## src/rtl/mix_column_engine.sv

```systemverilog
// rtl/mix_column_engine.sv - AES MixColumns / InvMixColumns engine, 1/2/4 columns per clock
module mix_column_engine #(
  parameter int COLS_PER_CYCLE = 1,
  parameter int SUPPORT_INV    = 1
) (
  input  logic         clk,
  input  logic         rst,
  input  logic         in_valid,
  output logic         in_ready,
  input  logic [127:0] in_state,
  input  logic         in_inv,
  output logic         out_valid,
  input  logic         out_ready,
  output logic [127:0] out_state,
  output logic         busy
);

  // Only 1, 2 or 4 columns per cycle divide the 4-column state evenly.
  generate
    if (!(COLS_PER_CYCLE == 1 || COLS_PER_CYCLE == 2 || COLS_PER_CYCLE == 4)) begin : g_bad_cpc
      $error("mix_column_engine: COLS_PER_CYCLE must be 1, 2 or 4");
    end
  endgenerate

  localparam logic [2:0] CPC_STEP = 3'(COLS_PER_CYCLE);

  typedef enum logic [1:0] {
    ST_IDLE = 2'd0,
    ST_BUSY = 2'd1,
    ST_DONE = 2'd2
  } state_t;

  state_t         state;
  logic [1:0]     col_idx;
  logic [127:0]   blk_state;
  logic           blk_inv;
  logic           eff_inv;
  logic           last_step;
  logic [127:0]   next_out;

  logic [1:0]     lane_col [COLS_PER_CYCLE];
  logic [31:0]    lane_res [COLS_PER_CYCLE];

  // GF(2^8) doubling modulo x^8+x^4+x^3+x+1.
  function automatic logic [7:0] xtime(input logic [7:0] a);
    xtime = {a[6:0], 1'b0} ^ (a[7] ? 8'h1b : 8'h00);
  endfunction

  // Multiply by a 4-bit constant as an XOR of 1x, 2x, 4x and 8x terms.
  function automatic logic [7:0] gf_mul(input logic [7:0] a, input logic [3:0] k);
    logic [7:0] a2;
    logic [7:0] a4;
    logic [7:0] a8;
    a2 = xtime(a);
    a4 = xtime(a2);
    a8 = xtime(a4);
    gf_mul = (k[0] ? a  : 8'h00) ^
             (k[1] ? a2 : 8'h00) ^
             (k[2] ? a4 : 8'h00) ^
             (k[3] ? a8 : 8'h00);
  endfunction

  // One column through the circulant matrix; row r uses the base row rotated right by r.
  function automatic logic [31:0] mix_col(input logic [31:0] col, input logic inv);
    logic [7:0] a    [4];
    logic [7:0] b    [4];
    logic [3:0] coef [4];
    logic [1:0] sel;
    if (inv) begin
      coef[0] = 4'he; coef[1] = 4'hb; coef[2] = 4'hd; coef[3] = 4'h9;
    end else begin
      coef[0] = 4'h2; coef[1] = 4'h3; coef[2] = 4'h1; coef[3] = 4'h1;
    end
    for (int r = 0; r < 4; r++) begin
      a[r] = col[31-8*r -: 8];
    end
    for (int r = 0; r < 4; r++) begin
      b[r] = 8'h00;
      for (int c = 0; c < 4; c++) begin
        sel  = 2'(c - r);
        b[r] = b[r] ^ gf_mul(a[c], coef[sel]);
      end
    end
    mix_col = {b[0], b[1], b[2], b[3]};
  endfunction

  // Column c sits at [127-32c -: 32].
  function automatic logic [6:0] col_msb(input logic [1:0] c);
    col_msb = 7'd127 - {c, 5'b00000};
  endfunction

  assign eff_inv   = (SUPPORT_INV != 0) ? in_inv : 1'b0;
  assign last_step = (({1'b0, col_idx} + CPC_STEP) == 3'd4);
  assign in_ready  = (state == ST_IDLE) && !rst;

  // One transform lane per column handled in a cycle.
  generate
    for (genvar j = 0; j < COLS_PER_CYCLE; j++) begin : g_lane
      assign lane_col[j] = col_idx + 2'(j);
      assign lane_res[j] = mix_col(blk_state[col_msb(lane_col[j]) -: 32], blk_inv);
    end
  endgenerate

  // Merge this cycle's lane results into their own byte lanes; other columns keep their value.
  always_comb begin
    next_out = out_state;
    for (int j = 0; j < COLS_PER_CYCLE; j++) begin
      next_out[col_msb(lane_col[j]) -: 32] = lane_res[j];
    end
  end

  // Control FSM with captured block, column counter and registered outputs.
  always_ff @(posedge clk or posedge rst) begin
    if (rst) begin
      state     <= ST_IDLE;
      col_idx   <= 2'd0;
      out_valid <= 1'b0;
      busy      <= 1'b0;
      out_state <= 128'd0;
      blk_state <= 128'd0;
      blk_inv   <= 1'b0;
    end else begin
      case (state)
        ST_IDLE: begin
          if (in_valid) begin
            blk_state <= in_state;
            blk_inv   <= eff_inv;
            col_idx   <= 2'd0;
            busy      <= 1'b1;
            state     <= ST_BUSY;
          end
        end
        ST_BUSY: begin
          out_state <= next_out;
          col_idx   <= col_idx + CPC_STEP[1:0];
          if (last_step) begin
            out_valid <= 1'b1;
            state     <= ST_DONE;
          end
        end
        ST_DONE: begin
          if (out_ready) begin
            out_valid <= 1'b0;
            busy      <= 1'b0;
            state     <= ST_IDLE;
          end
        end
        default: begin
          out_valid <= 1'b0;
          busy      <= 1'b0;
          state     <= ST_IDLE;
        end
      endcase
    end
  end

endmodule

```

## config.mk

```make
export PLATFORM = sky130hd
export DESIGN_NAME = mix_column_engine
export DESIGN_NICKNAME = d
export VERILOG_FILES = /design/src/rtl/mix_column_engine.sv
export SDC_FILE = /design/constraint.sdc
export NUM_CORES = 1
export LEC_CHECK = 0
export ABC_AREA = 1
export ABC_CLOCK_PERIOD_IN_PS = 8910
export BUFFER_PORTS_ARGS = -buffer_cell sky130_fd_sc_hd__buf_2
export CORE_ASPECT_RATIO = 0.7
export CORE_MARGIN = 2
export CORE_UTILIZATION = 25
export DETAILED_ROUTE_END_ITERATION = 10
export GPL_ROUTABILITY_DRIVEN = 0
export PLACE_DENSITY_LB_ADDON = 0.3
export RECOVER_POWER = 50
export SYNTH_ARGS = -nofsm -noshare
export SYNTH_HDL_FRONTEND = slang
export SYNTH_SLANG_ARGS = --single-unit
```

## constraint.sdc

```tcl
create_clock -name clk -period 8.91 [get_ports clk]
set_input_delay 0.891 -clock clk [delete_from_list [all_inputs] [get_ports clk]]
set_output_delay 0.891 -clock clk [all_outputs]
set_load 0.05 [all_outputs]
```

* Yosys cells after proc, flatten, opt, wreduce, memory -nomap -nowiden *
Index checks and enable logic that the tools add are counted.

word-level totals
  register bits = 263
  latch bits = 0
  bits in writable memories = 0
  ROM bits = 0
  input bits = 133
  output and inout bits = 131
  logic and storage cells = 192
  memories kept = 0

operators by class
  $add $sub $neg = 4
  multipliers = 0
  divide/modulo/power cells = 0
  order comparisons = 0
  eq/ne operators = 6
  shift-type cells = 3
  mux-type cells = 89
  bitwise operators = 74
  reduce and logical (&&, ||, !) cells = 9

operators with widths
  operator                    count
  $mux W8                     64
  $xor A8 B8 Y8               61
  $shift A32 B9 Y159 const A  1
  $shiftx A159 B8 Y32         1
  $shiftx A32 B9 Y159         1
  $bwmux W128                 1
  $xor A8 B5 Y8               11
  $mux W5                     12
  $mux W16                    1
  $neg A7 Y9                  1
  $reduce_and A3 Y1           3
  $mux W2                     4
  $sub A7 B7 Y7 const A       1
  $ne A2 B2 Y1 const B        3
  $pmux W1 S3                 2
  $pmux W2 S3                 1
  $pmux W2 S2                 1
  $reduce_and A2 Y1           2
  $add A2 B1 Y3 const B       1
  $eq A3 B3 Y1 const B        1
  $mux W1                     3
  $add A2 B1 Y2 const B       1
  $eq A2 B1 Y1 const B        1
  $eq A2 B2 Y1 const B        1
  5 further kinds             6

* Logic depth before layout (Yosys ltp) *
  word-level depth = 15
  depth in mapped cells = 22
  depth with buffers taken out = 19

* Worst setup path after synthesis *
OpenSTA, ideal clock, no wires.

  kind = input to output
  start = input rst
  end = output in_ready
  arrival time = 1,936 ps
  data required time = 8,019 ps
  path slack = 6,083 ps
  cell stages on the path = 1
  cells stage by stage = nor3_1

on the way
  longest elaborated chain between the ends = 2

RTL lines
  item                               line  source
  start: declaration                 7     input logic rst,
  $logic_not A1 Y1 (no source line)  -
  $logic_and A1 B1 Y1                94    assign in_ready = (state == ST_IDLE) && !rst;
  end: declaration                   9     output logic in_ready,

Every way passes these cells.

* Final worst setup path *
  start = register state[0]
  end = register col_idx[0]

on the way
  longest elaborated chain between the ends = 3
  elaborated cells on any way between the ends = 6
  classes of those cells = eq/ne (2); mux (1); reduce/logical (3)

RTL lines
  item                                                                        line  source
  start: declaration                                                          33    state_t state;
  start signal: assignment                                                    115   state <= ST_IDLE;
  start signal: assignment                                                    130   state <= ST_BUSY;
  start signal: assignment                                                    138   state <= ST_DONE;
  $eq A2 B1 Y1 / $logic_not A2 Y1 (equally long branches)                     123   case (state)
  $reduce_bool A2 Y1 (no source line) / $ne A2 B2 Y1 (equally long branches)  -
  $reduce_and A2 Y1 (no source line)                                          -
  end signal: assignment                                                      135   col_idx <= col_idx + CPC_STEP[1:0];
  end: declaration                                                            34    logic [1:0] col_idx;

Parallel ways exist; a longest one is shown, timed or not.
A chain may end at the register's enable or synchronous reset.

==> impl.org <==
** Route
- After detailed routing, the number of vias per cell comes to 4.607.
- DRC viols :: 0
- The routed design has 63.85 mm of wire.
- The detailed router put a total of approximately 29 mm of wire on met1.
- Count of TritonRoute iterations in the first routing pass :: 5
- Initial drt markers :: 1467
- In this run the remaining antenna-violating nets after routing total 0.
- Length of routed met3 wiring :: 4.363 mm
- Highest routed layer :: met4
- Routed wirelength normalized by instance count :: 17.92 um
- Vias after detailed routing :: 16420
- Summed over all nets, wire length on met2 after detailed routing comes to 28.73 mm.

** Cells and area
- Ratio of cells with drive above 1 in the final layout :: 15.25%
- Commonest cells after routing, fill and taps aside :: nand2_1 (1366), nand3_1 (266), dfrtp_1 (260)
- The library cell used most frequently in the layout, excluding fill and tap cells, is nand2_1.
- Area Growth Syn to Fin :: 18.71%
- Counting the fill cells in the layout gives 7245.
- At the end of the flow, the number of nets in the layout was 2797.

** Die
- From bottom edge to top edge, the die measures 218.9 um.
- The floorplan has 78 rows.
- The floorplan step set the die width to 311.1 um.
- 264 I/O pins were placed.
- Core Footprint :: 65000 um2
- Full die area :: a little under 70000 um2
- For this configuration, the core starts out at a cell density of 25.38%.

** Yosys
- Summing every instance area after synthesis gives roughly 16000 um2.
- After synthesis the netlist holds a flip-flop and latch count of 263.
- Averaged over all synthesized cells, the footprint is 6.737 um2.
- After synthesis, the largest area contributor takes up about two fifths of total cell area.
- The synthesized design spends more area on one cell type than any other, namely dfrtp_1.
- Yosys printed 0 warnings.
- The share of the Yosys chip area taken by registers is ~40%.
- Synthesis produced a netlist with a net count of 2587.
- Top area cells in the synthesized netlist :: dfrtp_1 (40%), nand2_1 (31%), nand3_1 (8.1%)
- Mapped Cells :: 2449
- After synthesis, the netlist uses 38 different library cells.

** Worst setup path
- Peak fanout along the critical path :: 88
- The number of buffers and inverters on the critical path is 2.
- Cells along the critical path :: nor2_1 > nand2_1 > clkinvlp_2 > buf_4 > nor2_1 > nand2_1 > o21ai_0
- CP startpoint kind :: flop
- STA puts the critical path data required time at 9.42 ns.
- Critical path's largest stage delay :: 1.94 ns
- Endpoint arrival time on the critical path :: about 5.5 ns
- The worst setup path is of the reg -> reg kind.
- Slowest stage cell on the critical path :: clkinvlp_2
- The kind of cell with the highest combined delay along the critical path is buffers and inverters.
- Kind of end point of the critical path :: flop

** Placed design
- After legalization and detailed placement, the total HPWL measured 46.33 mm.
- Count of port buffers added during placement :: ~260

** STA
- Finish-stage setup viols :: 0
- Time the final worst path needs with I/O delays and setup :: 4.941 ns
- Setup repair after global routing missed its margin :: false
- Maximum frequency from static timing analysis :: 0.2024 GHz
- Relative max-transition margin :: -263.0%
- Tightest Pin Transition :: 5.415 ns
- The final-report hold violation count came to 0.
- Summed over all failing endpoints, the final setup total negative slack is 0 ns.
- The final critical path takes up 55.46% of the cycle.
- Post-route clock skew :: 0.01958 ns
- Slew Limit Fails :: 176

** Job
- Reported max-cap violation count :: 2

** Min path
- Worst hold path type :: reg -> reg

** Clock network
- Total number of H-tree levels :: 1
- Number of setup buffers added after CTS :: 0
- Root cell of the clock tree :: clkbuf_16
- Once the clock tree was built, the resizer swapped 0 gates to a different size.
- The clock reaches the later pin of the worst-skew pair after a little over 0.6 ns.
- Buffer depth of the longest clock path :: 3
- Hold repair after CTS inserted 0 buffers.
- CTS tree :: done
- CTS sink count :: 263
- TritonCTS created 31 clock buffers.
- After clock tree synthesis, the clock-pin slew on the worst setup and hold paths is ~0.060 ns.

** Global route
- Vias in the first global route :: 15530
- Global route overflow :: 0
- The first global-routing pass estimated 96.41 mm of wire.
- Largest net degree at the start of global routing :: 145
- In the global route stage, overall resource usage came out at 18.40%.
- The initial antenna violation count was 2.

** Status
- The flow ran to the end, but the final reports show violations.
- Failing checks :: max-capacitance violations, max-slew violations
[per-stage QoR]
stage          cell area [um2]  hold WS (ns)  setup slack, ns  std cells  utilization (%)
3_3_place_gp             18570        0.4614            4.786       3506            28.57
4_1_cts                  19630        0.4526            4.703       3562            30.19
5_1_grt                  19580        0.4777            2.932       3562            30.13
3_5_place_dp             18570        0.4608            4.749       3506            28.57
6_report                 19590        0.4738            3.969       3564            30.13
2_1_floorplan            16500        0.4487           0.7788       2449                -
[final timing paths]
kind / from / to / slack, ns / cells past startpoint
min: blk_state[14] / blk_state[14] / 0.47 / 2
max: state[0] / col_idx[0] / 3.97 / 7
max reg2reg: state[0] / col_idx[0] / 3.97 / 7
max in group asynchronous: rst / col_idx[0] / 4.02 / 2
min in group asynchronous: rst / blk_state[125] / 1.96 / 2
min reg2reg: blk_state[14] / blk_state[14] / 0.47 / 2
[synth_stat cells (all sizes together)]
cell type,instances
buf,44
a22o,1
clkinv,1
nand3,283
dfrtp,263
a22oi,1
nand3b,11
nand2b,2
nor3,1
a21o,1
or2,11
o21ai,18
o31ai,1
a21oi,2
inv,104
nand2,1414
and2,1
clkbuf,58
nor2,32
ha,5
xnor2,20
xor2,80
nand4,95
[flip-flops by register name, indices dropped and copies added, names as in the netlist]
signal / flops
blk_state: 128
out_state: 128
col_idx: 2
state: 2
blk_inv: 1
busy: 1
out_valid: 1
[routing by layer]
layer / up-vias / GRT usage [%]
li1: 8170 / -
met3: 88 / 3.818
met1: 7678 / 25.22
met2: 482 / 29.46
met4: 0 / 4.879
met5: - / 0
[final cells by class]
type / instances / area, um2 / share of cell area [%]
clock buffer: 41 / 853.3 / 4.357
clock inverter: 15 / 205.2 / 1.048
antenna: 2 / 5.005 / 0.02555
timing repair buffer: 279 / 1420 / 7.251
multi-input combinational: 1979 / 9007 / 45.99
inverter: 105 / 406.6 / 2.076
tap: 880 / 1101 / 5.622
sequential: 263 / 6588 / 33.63
[cell families (layout without fill, tap and decap cells)]
group,Yosys count,after routing,share of synthesized area [%]
buffers and inverters,207,440,5.581
AO/OA/AOI/OAI,24,24,0.7963
XOR/XNOR,100,100,5.536
flip-flops,263,263,39.89
AND/OR/NAND/NOR,1850,1850,47.82
other,0,2,0
adder cells (fa/ha/maj),5,5,0.3792
[worst reg2reg max path, delay by kind of cell, from the launching register on]
family	cells	cell delay, ns
AOI/OAI and AO/OA	1	0.10
DFF	1	0.44
buffers and inverters	2	2.89
and+or+nand+nor	4	1.42
Power is left out: the tool's default activity adds up to more than one toggle a clock period on the data nets, which glitch-free logic cannot reach.
